[src/rtl/spi_slave32.sv]
// rtl/spi_slave32.sv - SPI mode-0 target: oversampled pins, 32-bit receive word, 1-4 byte preloaded response
module spi_slave32 #(
    parameter int SYNC_STAGES = 2
) (
    input  logic        clk,
    input  logic        reset,
    input  logic        sclk,
    input  logic        cs,
    input  logic        sdi,
    output logic        sdo,
    output logic        sdo_oe,
    input  logic [31:0] tx_data,
    input  logic [1:0]  tx_nbytes,
    input  logic        tx_load,
    output logic [31:0] dout,
    output logic [2:0]  rx_nbytes,
    output logic        rx_valid,
    output logic        rx_ovf,
    output logic        frame_err,
    output logic        busy
);
    typedef enum logic [1:0] {WAIT_IDLE, IDLE, SHIFT, DONE} state_t;

    state_t                 state;
    logic [SYNC_STAGES-1:0] sclk_sync, cs_sync, sdi_sync;
    logic                   sclk_prev, cs_prev;
    logic [7:0]             settle;
    logic [31:0]            tx_shift, rx_shift, tx_next;
    logic [2:0]             bit_cnt, byte_cnt;
    logic                   ovf;

    wire sclk_s     = sclk_sync[SYNC_STAGES-1];
    wire cs_s       = cs_sync[SYNC_STAGES-1];
    wire sdi_s      = sdi_sync[SYNC_STAGES-1];
    wire sclk_rise  = sclk_s & ~sclk_prev;
    wire sclk_fall  = ~sclk_s & sclk_prev;
    wire cs_fall    = ~cs_s & cs_prev;
    wire cs_rise    = cs_s & ~cs_prev;

    // Response is left-aligned so the MSB of the top valid byte leaves first.
    function automatic logic [31:0] align(input logic [31:0] d, input logic [1:0] n);
        case (n)
            2'd0:    return {d[7:0], 24'h0};
            2'd1:    return {d[15:0], 16'h0};
            2'd2:    return {d[23:0], 8'h0};
            default: return d;
        endcase
    endfunction

    always_comb begin
        tx_next = tx_shift;
        if (tx_load) tx_next = align(tx_data, tx_nbytes);
    end

    always_ff @(posedge clk or posedge reset) begin
        if (reset) begin
            sclk_sync <= '0;
            cs_sync   <= '1;
            sdi_sync  <= '0;
            sclk_prev <= 1'b0;
            cs_prev   <= 1'b1;
            settle    <= '0;
            state     <= WAIT_IDLE;
            tx_shift  <= '0;
            rx_shift  <= '0;
            bit_cnt   <= '0;
            byte_cnt  <= '0;
            ovf       <= 1'b0;
            sdo       <= 1'b0;
            sdo_oe    <= 1'b0;
            dout      <= '0;
            rx_nbytes <= '0;
            rx_valid  <= 1'b0;
            rx_ovf    <= 1'b0;
            frame_err <= 1'b0;
            busy      <= 1'b1;
        end else begin
            sclk_sync <= {sclk_sync[SYNC_STAGES-2:0], sclk};
            cs_sync   <= {cs_sync[SYNC_STAGES-2:0], cs};
            sdi_sync  <= {sdi_sync[SYNC_STAGES-2:0], sdi};
            sclk_prev <= sclk_s;
            cs_prev   <= cs_s;
            rx_valid  <= 1'b0;
            case (state)
                WAIT_IDLE: begin
                    // The chains reset to idle levels; let them flush before trusting cs.
                    if (settle != 8'(SYNC_STAGES)) begin
                        settle <= settle + 8'd1;
                    end else if (cs_s) begin
                        state <= IDLE;
                        busy  <= 1'b0;
                    end
                end
                IDLE: begin
                    tx_shift <= tx_next;
                    if (cs_fall) begin
                        bit_cnt  <= '0;
                        byte_cnt <= '0;
                        rx_shift <= '0;
                        ovf      <= 1'b0;
                        sdo      <= tx_next[31];
                        sdo_oe   <= 1'b1;
                        busy     <= 1'b1;
                        state    <= SHIFT;
                    end
                end
                SHIFT: begin
                    if (cs_rise) begin
                        state <= DONE;
                    end else begin
                        if (sclk_rise) begin
                            // rx_shift freezes once four bytes are complete.
                            if (byte_cnt != 3'd4) rx_shift <= {rx_shift[30:0], sdi_s};
                            bit_cnt <= bit_cnt + 3'd1;
                            if (bit_cnt == 3'd7) begin
                                if (byte_cnt == 3'd4) ovf <= 1'b1;
                                else                  byte_cnt <= byte_cnt + 3'd1;
                            end
                        end
                        if (sclk_fall) begin
                            tx_shift <= {tx_shift[30:0], 1'b0};
                            sdo      <= tx_shift[30];
                        end
                    end
                end
                DONE: begin
                    rx_valid  <= 1'b1;
                    dout      <= (byte_cnt == 3'd4) ? rx_shift : (rx_shift >> bit_cnt);
                    rx_nbytes <= byte_cnt;
                    rx_ovf    <= ovf;
                    frame_err <= (bit_cnt != 3'd0) && !ovf;
                    sdo_oe    <= 1'b0;
                    sdo       <= 1'b0;
                    tx_shift  <= '0;
                    busy      <= 1'b0;
                    state     <= IDLE;
                end
                default: state <= WAIT_IDLE;
            endcase
        end
    end
endmodule
[config.mk]
export PLATFORM = sky130hd
export DESIGN_NAME = spi_slave32
export DESIGN_NICKNAME = d
export VERILOG_FILES = /design/src/rtl/spi_slave32.sv
export SDC_FILE = /design/constraint.sdc
export NUM_CORES = 1
export LEC_CHECK = 0
export CORE_ASPECT_RATIO = 0.6
export CORE_MARGIN = 3
export CORE_UTILIZATION = 50
export CTS_BUF_LIST = sky130_fd_sc_hd__clkbuf_8
export CTS_CLUSTER_SIZE = 30
export DETAILED_ROUTE_END_ITERATION = 12
export GPL_TIMING_DRIVEN = 0
export PLACE_DENSITY = 0.72
export RECOVER_POWER = 100
export SYNTH_ARGS = -nofsm -noshare
export SYNTH_HDL_FRONTEND = slang
export SYNTH_SLANG_ARGS = --single-unit
[constraint.sdc]
create_clock -name clk -period 6.5 [get_ports clk]
set_input_delay 0.65 -clock clk [delete_from_list [all_inputs] [get_ports clk]]
set_output_delay 0.65 -clock clk [all_outputs]
set_load 0.01 [all_outputs]
# == Word-level counts from Yosys, hierarchy flattened ==
# Index checks and enable logic that the tools add are counted.
# totals
reg_bits,130
inputBits,40
elab_cells,115
# op_classes
add_sub_neg,3
eq_ne,21
shift,1
mux,41
bitwise,8
n_reduce_logical,20
# ops
op,n
32-bit two-way mux,8
32-bit case mux with 3 select lines,2
32-bit case mux with 2 select lines,1
32-bit by 3-bit right shift with 32-bit output,1
"2-bit != test, second input constant",12
3-bit two-way mux,7
4-bit AND reduction,5
1-bit two-way mux,12
3-bit case mux with 2 select lines,2
6-bit AND reduction,2
3-bit nonzero test,3
"8-bit by 1-bit adder with 8-bit output, second input constant",1
2-bit two-way mux,4
"8-bit by 2-bit != test with 1-bit output, second input constant",1
2-bit case mux with 4 select lines,1
"3-bit by 1-bit adder with 3-bit output, second input constant",2
"2-bit equality test, second input constant",3
"3-bit equality test, second input constant",2
1-bit case mux with 3 select lines,2
5-bit AND reduction,1
1-bit bitwise AND,4
"2-bit by 1-bit equality test with 1-bit output, second input constant",2
2-bit logical NOT,2
1-bit inverter,4
7 further kinds,10

# == Logic depth before layout (Yosys ltp) ==
# Gate-level depths: netlist of the first run.
# depth
ltp_word,6
ltp_mapped,8

# == Worst setup path before layout of the first run ==
# No wires, ideal clock.
# synth_path
kind,input-to-reg
start,input port tx_nbytes[1]
end,register tx_shift[23]
setup_ps,125
arrival_time_ps,1989
t_required_ps,6375
setup_slack_ps,4387
stages,6
cell_sequence,clkbuf_1 buf_2 mux2_2 a22oi_1 o21ai_0 mux2_2
# synth_between
elab_chain_len,4
# synth_lines
element,line,source
"start, declared",13,"input logic [1:0] tx_nbytes,"
2-bit equality test (tied with other cells),42,case (n)
32-bit case mux with 3 select lines *,42,
32-bit two-way mux *,52,"if (tx_load) tx_next = align(tx_data, tx_nbytes);"
32-bit case mux with 3 select lines *,84,case (state)
"end signal, assigned",95,tx_shift <= tx_next;
"end signal, assigned",121,"tx_shift <= {tx_shift[30:0], 1'b0};"
"end, declared",28,"logic [31:0] tx_shift, rx_shift, tx_next;"
# Mark *: on every way between the ends. The rest lies on a longest branch, timed or not. The select of a mux whose other input is x is not followed.
# A chain may end at the register's enable or synchronous reset.

==> flow_metrics.env, run 1 <==
export IMPL_cts_tree="yes"
export IMPL_share_seq_of_total_power_pct=36.3
export IMPL_numCtsBuffers=17
export IMPL_critical_path_cell_chain="dlygate4sd3_1, clkinvlp_2, clkbuf_2"
export IMPL_required_time_reported_for_the_critical_path_endpoint_ns=6.63
export IMPL_worst_setup_path_end_kind="asynchronous set/reset pin"
export IMPL_min_period_over_period_pct=60.9
export IMPL_drt_pass1_iterations=6
export IMPL_worst_slew_pin_slew_ns=2.12
export IMPL_total_switching_power_w=0.00126
export IMPL_final_layout_size_suffix_gt1_share_pct=16.1
export IMPL_static_leakage_power_nw=3.74
export IMPL_final_net_count=836
export IMPL_worst_path_max_fanout=88
export IMPL_clk_root_buffer_cell="sky130_fd_sc_hd__clkbuf_8"
export IMPL_i_o_buffers=78
export IMPL_arrival_time_reported_for_the_critical_path_endpoint_ns=4.09
export IMPL_final_period_minus_worst_setup_slack_ns=3.96
export IMPL_yosys_cell_types_count=67
export IMPL_critical_path_max_stage_delay_ns=1.68
export IMPL_drt_first_iter_violations=855
export IMPL_area_growth_synth_to_final_pct=18.3
export IMPL_timing_max_slew_rel_slack_pct=-41.6
export IMPL_startpoint_kind_of_the_worst_setup_timing_path="primary input"
export IMPL_area_of_the_multi_input_gates_sq_um=3660
export IMPL_core_area_sq_um=13900
export IMPL_final_gp_congestion=0.951
export IMPL_clkLatencyLatePin_ns=0.45
export IMPL_grt_setup_unrepaired="false"
export IMPL_detail_route_drc_violations=0
export IMPL_placed_cell_area_sq_um=8300
export IMPL_post_drt_wl_per_cell_microns=20.8
export IMPL_clkSinkCount=130
export IMPL_regArea_sq_um=3260
export IMPL_groute_usage_overall_pct=25.8
export IMPL_fp_dieArea_sq_um=16000
export IMPL_pin_count=81
export IMPL_setup_violations=0
export IMPL_postSynthNetCount=738
export IMPL_critPathBufInv=3
export IMPL_setup_slack_ns=2.54
export IMPL_cts_setup_buffers=0
export IMPL_synth_yosys_warnings=0
export IMPL_share_comb_of_total_power_pct=43.6
export IMPL_rows=33
export IMPL_globalRouteOverflowTotal=0
export IMPL_syn_inst=685
export IMPL_drv_cap=2
export IMPL_initial_core_util_pct=52.1
export IMPL_dieHeight_microns=99.2
export IMPL_ys_dominant_reg_cell="sky130_fd_sc_hd__dfrtp_1"
export IMPL_outcome="complete, but fails checks"
export IMPL_grt_pass1_vias=5964
export IMPL_final_design_area_no_fill_sq_um=8570
export IMPL_clock_power_share_pct=20.0
export IMPL_holdCritPathClass="reg2reg"
export IMPL_power_per_cell_area_nw_per_um2=362
export IMPL_p_sw_share_pct=40.6
export IMPL_antenna_cells_inserted=0
export IMPL_dp_hpwl_microns=14900
export IMPL_clock_tree_buffer_depth=2
export IMPL_die_x_microns=161
export IMPL_synth_edf_count=0
export IMPL_criticalPathCategory="in2async"
export IMPL_layout_core_utilization_pct=61.6
export IMPL_cts_resized=0
export IMPL_worst_setup_hold_path_clk_slew_ns=0.08
export IMPL_totalWireLength_microns=20500
export IMPL_internal_power_w=0.00184
export IMPL_vdd_ir_drop_max_uv=197
export IMPL_seq_area_frac_synth_pct=45.0
export IMPL_clock_skew_ns=0.0202
export IMPL_global_route_wire_length_before_repair_microns=32700
export IMPL_postSynthRegisterBits=130
export IMPL_critical_path_slowest_cell="sky130_fd_sc_hd__clkbuf_2"
export IMPL_violations="max-capacitance violations, max-slew violations"
export IMPL_detailroute_via_count=6174
export IMPL_crit_family="buffers and inverters"
export IMPL_filler_cell_count=1179
export IMPL_max_freq_mhz=253
export IMPL_drt_antenna_violating_nets=0
export IMPL_synthArstFlopShare_pct=100
export IMPL_synth_avg_cell_area_sq_um=10.6
export IMPL_setup_tns_ns=0
export IMPL_post_synth_instance_area_sq_um=7240
export IMPL_hold_violations=0
export IMPL_grt_antenna_before_repair=0
export IMPL_report_final_slew_viol_count=133
export IMPL_htree_levels=4
export IMPL_totalPowerFinal_w=0.00310
export IMPL_pin_count_of_the_biggest_net_entering_global_routing=89
export IMPL_pre_cts_slack_ns=3.94
export IMPL_post_drt_via_cell_ratio=6.25
export IMPL_postCtsHoldBufs=0
## worst register-to-register path, delay by kind of cell, from the launching register on
| kind | cells | cell delay [ns] |
|---|---|---|
| buffers and inverters | 3 | 1.53 |
| DFF | 1 | 0.36 |
| AOI/OAI and AO/OA | 2 | 0.94 |
| muxes | 1 | 0.17 |
## state kept, by name, indices dropped and copies added, names as in the netlist
register	flops
frame_err	1
sclk_sync	2
bit_cnt	3
ovf	1
sdo	1
cs_sync	2
rx_shift	32
rx_nbytes	3
byte_cnt	3
rx_valid	1
cs_prev	1
state	2
settle	8
dout	32
tx_shift	32
sdo_oe	1
busy	1
rx_ovf	1
sclk_prev	1
sdi_sync	2
## synth_stat cells, drive strengths merged (4+ instances only)
master | instances | area, sq um
nand3 | 9 | 50.1
a22oi | 14 | 105
mux2 | 68 | 769
mux4 | 9 | 203
ha | 13 | 163
dfrtp | 126 | 3150
a21oi | 7 | 35.0
inv | 18 | 67.6
nand4 | 5 | 31.3
and2 | 10 | 62.6
xor2 | 4 | 35.0
a31oi | 19 | 119
nor2b | 10 | 62.6
o22a | 4 | 35.0
o2111ai | 4 | 35.0
nor2 | 36 | 135
clkbuf | 34 | 128
o22ai | 7 | 43.8
dfstp | 4 | 105
buf | 19 | 103
nand2b | 5 | 31.3
mux2i | 40 | 400
a22o | 40 | 350
nand2 | 82 | 308
o21ai | 40 | 200
## cell type report
type / instances / share of cell area [%]
multi-input combinational: 484 / 42.7
sequential: 130 / 38.0
timing repair buffer: 79 / 9.17
tap: 192 / 2.80
clock buffer: 17 / 2.73
buffer: 53 / 2.48
clock inverter: 15 / 1.31
inverter: 18 / 0.803
## path summary, 6_finish.rpt
kind                       depth (start not counted)  slack (ns)   startpoint      endpoint
setup / recovery                                   3        2.54        reset  rx_shift[22]
hold / removal                                     0        0.35  sdi_sync[0]   sdi_sync[1]
setup reg to reg                                   6        3.44   bit_cnt[0]       dout[6]
hold reg to reg                                    0        0.35  sdi_sync[0]   sdi_sync[1]
max in group clk                                   6        3.44   bit_cnt[0]       dout[6]
min in group asynchronous                          2        1.16        reset   tx_shift[0]
## logic make-up (layout without fill, tap and decap cells)
logic type      count (synthesis)  count (layout)  share of synthesized area (%)
compound gates                173             173                           17.7
xor+xnor                        7               7                          0.846
fa+ha+maj                      13              13                           2.25
buf+inv                        71             182                           4.11
flops                         130             130                           45.0
mux                           117             117                           18.9
simple gates                  174             174                           11.2
## power groups by stage
stage	Clock [W]	Sequential, W	Combinational, W
6_report	0.000620	0.00113	0.00135
5_1_grt	0.000660	0.00115	0.00147
4_1_cts	0.000624	0.00113	0.00139
3_5_place_dp	0	0.00114	0.00138
3_3_place_gp	0	0.00113	0.00135
2_1_floorplan	0	0.00116	0.000827
## routing by layer
metal | global-route usage (%) | up-vias | wire length (microns)
met5 | 0 | - | 0
met4 | 5.35 | 0 | 311
met3 | 6.53 | 40 | 2180
met2 | 36.5 | 388 | 8590
met1 | 40.1 | 3017 | 9440
li1 | - | 2729 | -
## metrics by stage
stage,hold slack [ns],cells
6_report,0.353,988
5_1_grt,0.371,988
3_3_place_gp,0.333,955
4_1_cts,0.356,988
2_1_floorplan,0.331,685
3_5_place_dp,0.337,956
## layout by cell type, fill, tap and decap left out, types with 17 or more instances in the layout
master / instances
sky130_fd_sc_hd__mux2_2: 67
sky130_fd_sc_hd__dfrtp_1: 126
sky130_fd_sc_hd__inv_1: 17
sky130_fd_sc_hd__nor2_1: 36
sky130_fd_sc_hd__dlygate4sd3_1: 45
sky130_fd_sc_hd__clkbuf_1: 46
sky130_fd_sc_hd__o21ai_0: 38
sky130_fd_sc_hd__mux2i_1: 40
sky130_fd_sc_hd__clkdlybuf4s50_1: 33
sky130_fd_sc_hd__a22o_1: 40
sky130_fd_sc_hd__a31oi_1: 19
sky130_fd_sc_hd__clkbuf_8: 17
sky130_fd_sc_hd__nand2_1: 82
Power figures use the tool's default switching activity.
==> run 2, diff against run 1 <==
==> constraint.sdc (replaced) <==
create_clock -name clk -period 4 [get_ports clk]
set_input_delay 0.4 -clock clk [delete_from_list [all_inputs] [get_ports clk]]
set_output_delay 0.4 -clock clk [all_outputs]
set_load 0.01 [all_outputs]
==> run 2 against run 1 <==
Effect of this change: the flow still finishes with violations (max-capacitance violations, max-slew violations); via count fell by 0.45%; sequential cell count did not move; sequential share of layout area fell by 0.10 points; largest cell class unchanged; largest power group unchanged.
==> flow_metrics.env, run 2 (same netlist as run 1, synthesis figures left out) <==
export IMPL_drt_pass1_iterations=6
export IMPL_rows=33
export IMPL_critPathBufInv=3
export IMPL_post_drt_via_cell_ratio=6.22
export IMPL_pin_count=81
export IMPL_detailroute_via_count=6146
export IMPL_vdd_ir_drop_max_uv=322
export IMPL_power_per_cell_area_nw_per_um2=586
export IMPL_mostFrequentLayoutCell="sky130_fd_sc_hd__dfrtp_1"
export IMPL_cts_tree="yes"
export IMPL_final_gp_congestion=0.951
export IMPL_holdCritPathClass="reg2reg"
export IMPL_totalWireLength_microns=20500
export IMPL_clk_root_buffer_cell="sky130_fd_sc_hd__clkbuf_8"
export IMPL_layout_core_utilization_pct=61.7
export IMPL_dp_cells=956
export IMPL_drv_cap=1
export IMPL_clkSinkCount=130
export IMPL_arrival_time_reported_for_the_critical_path_endpoint_ns=3.41
export IMPL_outcome="complete, but fails checks"
export IMPL_startpoint_kind_of_the_worst_setup_timing_path="flip-flop"
export IMPL_dieHeight_microns=99.2
export IMPL_globalRouteOverflowTotal=0
export IMPL_dp_hpwl_microns=14900
export IMPL_drt_antenna_violating_nets=0
export IMPL_groute_usage_overall_pct=25.8
export IMPL_fp_dieArea_sq_um=16000
export IMPL_pin_count_of_the_biggest_net_entering_global_routing=89
export IMPL_grt_pass1_vias=5964
export IMPL_critical_path_most_common_cell="sky130_fd_sc_hd__clkbuf_1"
export IMPL_crit_family="buffers and inverters"
export IMPL_antenna_cells_inserted=0
export IMPL_critical_path_cell_chain="clkbuf_1, clkbuf_1, clkbuf_1, mux2i_1, a2111oi_0, o22a_1"
export IMPL_final_net_count=836
export IMPL_core_area_sq_um=13900
export IMPL_critical_path_slowest_cell="sky130_fd_sc_hd__a2111oi_0"
export IMPL_drt_first_iter_violations=788
export IMPL_grt_setup_unrepaired="false"
export IMPL_final_cell_count_no_fill=988
export IMPL_worst_setup_path_end_kind="flip-flop"
export IMPL_report_final_slew_viol_count=43
export IMPL_required_time_reported_for_the_critical_path_endpoint_ns=4.38
export IMPL_i_o_buffers=78
export IMPL_final_layout_size_suffix_gt1_share_pct=16.1
export IMPL_setup_violations=0
export IMPL_min_period_over_period_pct=75.8
export IMPL_worst_setup_hold_path_clk_slew_ns=0.08
export IMPL_violations="max-capacitance violations, max-slew violations"
export IMPL_criticalPathCategory="reg2reg"
export IMPL_clock_tree_buffer_depth=2
export IMPL_numCtsBuffers=17
export IMPL_grt_antenna_before_repair=0
export IMPL_clock_skew_ns=0.0198
export IMPL_area_growth_synth_to_final_pct=18.6
export IMPL_worst_slew_pin_slew_ns=2.06
export IMPL_post_drt_wl_per_cell_microns=20.8
export IMPL_commonest_non_fill_non_tap_cells_in_the_layout="sky130_fd_sc_hd__dfrtp_1, sky130_fd_sc_hd__nand2_1, sky130_fd_sc_hd__mux2_2"
export IMPL_detail_route_drc_violations=0
export IMPL_htree_levels=4
export IMPL_postCtsHoldBufs=0
export IMPL_timing_max_slew_rel_slack_pct=-38.4
export IMPL_hold_violations=0
export IMPL_global_route_wire_length_before_repair_microns=32700
export IMPL_static_leakage_power_nw=3.74
export IMPL_initial_core_util_pct=52.1
export IMPL_cts_resized=0
export IMPL_worst_path_max_fanout=10
export IMPL_filler_cell_count=1176
export IMPL_cts_setup_buffers=0
export IMPL_max_freq_mhz=330
export IMPL_die_x_microns=161
export IMPL_clkLatencyLatePin_ns=0.45
export IMPL_final_period_minus_worst_setup_slack_ns=3.03
export IMPL_reg_top3="dout: 32 flops, rx_shift: 32 flops, tx_shift: 32 flops"
export IMPL_critical_path_max_stage_delay_ns=0.71
==> run 2: cell types whose count changed in the layout (fill, tap and decap cells not counted), sizes merged <==
cell | before | now
buf | 7 | 8
clkbuf | 64 | 63
==> run 2: area by class of cell <==
cell class              count  area (sq um)  share of cell area (%)
inverters                  18          68.8                   0.801
plain buffers              53           213                    2.48
repair buffers             79           808                    9.41
clock buffers              17           234                    2.72
multi-input cells         484          3660                    42.6
flip-flops and latches    130          3260                    37.9
clock inverters            15           113                    1.31
well taps                 192           240                    2.80
==> run 2: worst paths after layout <==
check,startpoint,end,slack (ns),cells after the start
max,bit_cnt[0],dout[5],0.97,6
min,sdi_sync[0],sdi_sync[1],0.35,0
max reg2reg,bit_cnt[0],dout[5],0.97,6
min reg2reg,sdi_sync[0],sdi_sync[1],0.35,0
max in group asynchronous,reset,cs_prev,1.91,3
min in group asynchronous,reset,tx_shift[0],0.95,2
==> run 2: per-stage QoR <==
stage | TNS, ns | power [W] | setup WS, ns | hold slack (ns) | area (sq um)
2_1_floorplan | 0 | 0.00324 | 0.137 | 0.331 | 7240
3_3_place_gp | -195.28 | 0.00403 | -1.56 | 0.333 | 8260
3_5_place_dp | 0 | 0.00411 | 1.44 | 0.337 | 8300
4_1_cts | 0 | 0.00511 | 1.40 | 0.356 | 8640
5_1_grt | 0 | 0.00532 | 0.685 | 0.371 | 8590
6_report | 0 | 0.00503 | 0.969 | 0.353 | 8590
==> run 2: power by group <==
part,switching (W),leakage [nW],internal [W]
logic,0.00128,1.86,0.000920
clock network,0.000577,0.172,0.000431
registers,0.000184,1.71,0.00164
total,0.00204,3.74,0.00299
==> run 2: metal layers <==
layer,share of wire [%],GRT usage [%]
met1,46,40.1
met2,42,36.5
met3,11,6.53
met4,1.6,5.35
met5,0,0
==> run 3, diff against run 2 <==
==> constraint.sdc (replaced) <==
create_clock -name clk -period 2.98 [get_ports clk]
set_input_delay 0.298 -clock clk [delete_from_list [all_inputs] [get_ports clk]]
set_output_delay 0.298 -clock clk [all_outputs]
set_load 0.01 [all_outputs]
==> run 3 against run 2 <==
Effect of this change: the run now ends clean; critical path depth unchanged; design area increased by 1.6%; worst hold slack improved by 0.0028 ns; die area unchanged; largest cell class unchanged; clock skew decreased by 0.0050 ns; sequential power increased by 34%; critical path type unchanged; final cell count increased by 0.20%; wire length decreased by 1.6%; fmax increased by 7.8%; via count about the same; clock power increased by 69%; sequential share of layout area decreased by 0.58 points.
==> flow_metrics.env, run 3 (same netlist as run 1, synthesis figures left out) <==
export IMPL_max_freq_mhz=356
export IMPL_cts_resized=0
export IMPL_required_time_reported_for_the_critical_path_endpoint_ns=3.28
export IMPL_clock_tree_buffer_depth=2
export IMPL_internal_power_w=0.00443
export IMPL_dp_hpwl_microns=14800
export IMPL_dieHeight_microns=99.2
export IMPL_r2r_path_end="dout[15]"
export IMPL_share_seq_of_total_power_pct=34.4
export IMPL_fp_dieArea_sq_um=16000
export IMPL_drt_pass1_iterations=6
export IMPL_total_switching_power_w=0.00268
export IMPL_min_delay_worst_endpoint="sclk_sync[1]"
export IMPL_i_o_buffers=78
export IMPL_crit_reg2reg_launch="bit_cnt[1]"
export IMPL_drt_antenna_violating_nets=0
export IMPL_antenna_cells_inserted=0
export IMPL_mostFrequentLayoutCell="sky130_fd_sc_hd__dfrtp_1"
export IMPL_totalWireLength_microns=20200
export IMPL_r2r_slack_ns=0.17
export IMPL_post_drt_wl_per_cell_microns=20.4
export IMPL_holdCritPathClass="reg2reg"
export IMPL_area_growth_synth_to_final_pct=20.5
export IMPL_final_net_count=838
export IMPL_postCtsHoldBufs=0
export IMPL_initial_core_util_pct=52.1
export IMPL_final_design_area_no_fill_sq_um=8720
export IMPL_cts_setup_buffers=0
export IMPL_share_comb_of_total_power_pct=41.5
export IMPL_clock_skew_ns=0.0147
export IMPL_globalRouteOverflowTotal=0
export IMPL_static_leakage_power_nw=3.82
export IMPL_hold_violations=0
export IMPL_drt_first_iter_violations=801
export IMPL_die_x_microns=161
export IMPL_htree_levels=4
export IMPL_worst_setup_hold_path_clk_slew_ns=0.08
export IMPL_grt_setup_unrepaired="false"
export IMPL_rows=33
export IMPL_core_area_sq_um=13900
export IMPL_clock_power_share_pct=24.1
export IMPL_grt_pass1_vias=5890
export IMPL_final_layout_size_suffix_gt1_share_pct=16.5
export IMPL_cts_tree="yes"
export IMPL_numCtsBuffers=17
export IMPL_clkSinkCount=130
export IMPL_timing_max_slew_rel_slack_pct=24.9
export IMPL_final_period_minus_worst_setup_slack_ns=2.81
export IMPL_startpoint_kind_of_the_worst_setup_timing_path="flip-flop"
export IMPL_arrival_time_reported_for_the_critical_path_endpoint_ns=3.11
export IMPL_filler_cell_count=1140
export IMPL_worst_reg_to_reg_path_cell_count=6
export IMPL_pin_count_of_the_biggest_net_entering_global_routing=42
export IMPL_clk_root_buffer_cell="sky130_fd_sc_hd__clkbuf_8"
export IMPL_pin_count=81
export IMPL_min_period_over_period_pct=94.3
export IMPL_detailroute_via_count=6147
export IMPL_outcome="finished clean"
export IMPL_global_route_wire_length_before_repair_microns=32900
export IMPL_criticalPathCategory="reg2reg"
export IMPL_final_gp_congestion=0.985
export IMPL_power_per_cell_area_nw_per_um2=814
export IMPL_p_sw_share_pct=37.7
export IMPL_hold_path_cell_count=0
export IMPL_worst_setup_path_end_kind="flip-flop"
export IMPL_commonest_non_fill_non_tap_cells_in_the_layout="sky130_fd_sc_hd__dfrtp_1, sky130_fd_sc_hd__nand2_1, sky130_fd_sc_hd__mux2_2"
export IMPL_report_final_slew_viol_count=0
export IMPL_groute_usage_overall_pct=25.9
export IMPL_post_drt_via_cell_ratio=6.21
export IMPL_setup_violations=0
export IMPL_vdd_ir_drop_max_uv=408
export IMPL_worst_slew_pin_slew_ns=1.11
export IMPL_detail_route_drc_violations=0
export IMPL_grt_antenna_before_repair=0
export IMPL_holdWs_ns=0.356
export IMPL_placed_cell_area_sq_um=8330
export IMPL_hold_path_startpoint="sclk_sync[0]"
export IMPL_clkLatencyLatePin_ns=0.44
export IMPL_worst_path_max_fanout=10
export IMPL_reg_top3="dout: 32 flops, rx_shift: 32 flops, tx_shift: 32 flops"
export IMPL_drv_cap=0
==> run 3: changes by cell type in the layout (fill, tap and decap cells not counted), sizes merged <==
| cell | change |
|---|---|
| clkinv | -8 |
| clkinvlp | +1 |
| bufinv | +4 |
| buf | +2 |
| clkbuf | +3 |
==> run 3: cell type report <==
type                       count  area [sq um]  area share [%]
sequential                   130          3260            37.3
inverter                      18          68.8           0.789
timing repair buffer          81           826            9.47
multi-input combinational    484          3660            41.9
buffer                        53           220            2.52
tap                          192           240            2.75
clock inverter                12           180            2.07
clock buffer                  20           275            3.16
==> run 3: critical path, cell delays in order (launching register included) <==
cell                       delay, ns
sky130_fd_sc_hd__dfrtp_1        0.37
sky130_fd_sc_hd__clkbuf_1       0.53
sky130_fd_sc_hd__clkbuf_1       0.58
sky130_fd_sc_hd__mux4_2         0.45
sky130_fd_sc_hd__mux2_2         0.29
sky130_fd_sc_hd__mux2i_1        0.33
sky130_fd_sc_hd__a21oi_1        0.12
==> run 3: layer usage <==
metal	wire length (microns)	vias up	global-route usage, %
met5	0	-	0
met4	386	0	7.20
met3	2110	56	6.78
met2	8080	364	34.3
met1	9610	2998	41.4
li1	-	2729	-
==> run 3: worst max path at each step <==
stage	cells after the start	slack, ns	endpoint	startpoint
2_1_floorplan	7	1.02	rx_shift[0]	state[1]
3_3_place_gp	2	-0.04	rx_shift[14]	reset
4_1_cts	6	0.38	dout[31]	state[1]
3_5_place_dp	6	0.39	dout[31]	state[1]
6_report	6	0.17	dout[15]	bit_cnt[1]
5_1_grt	6	0.07	state[1]	settle[0]
==> run 3: power by group through the flow <==
stage	sequential, W	combinational, W	clock (W)
global route	0.00250	0.00322	0.00182
global placement	0.00247	0.00293	0
CTS	0.00246	0.00305	0.00173
finish	0.00245	0.00295	0.00171
floorplan	0.00254	0.00180	0
detailed placement	0.00249	0.00303	0
==> run 3: through the flow <==
step | total power (W) | setup slack [ns] | cells | setup TNS, ns | util [%]
final | 0.00710 | 0.169 | 990 | 0 | 62.7
after global routing | 0.00754 | 0.0659 | 990 | 0 | 62.7
after CTS | 0.00724 | 0.380 | 990 | 0 | 63.1
after detailed placement | 0.00552 | 0.389 | 958 | 0 | 59.9
after global placement | 0.00540 | -0.0357 | 955 | -2.79 | 59.4
after floorplan | 0.00434 | 1.02 | 685 | 0 | -
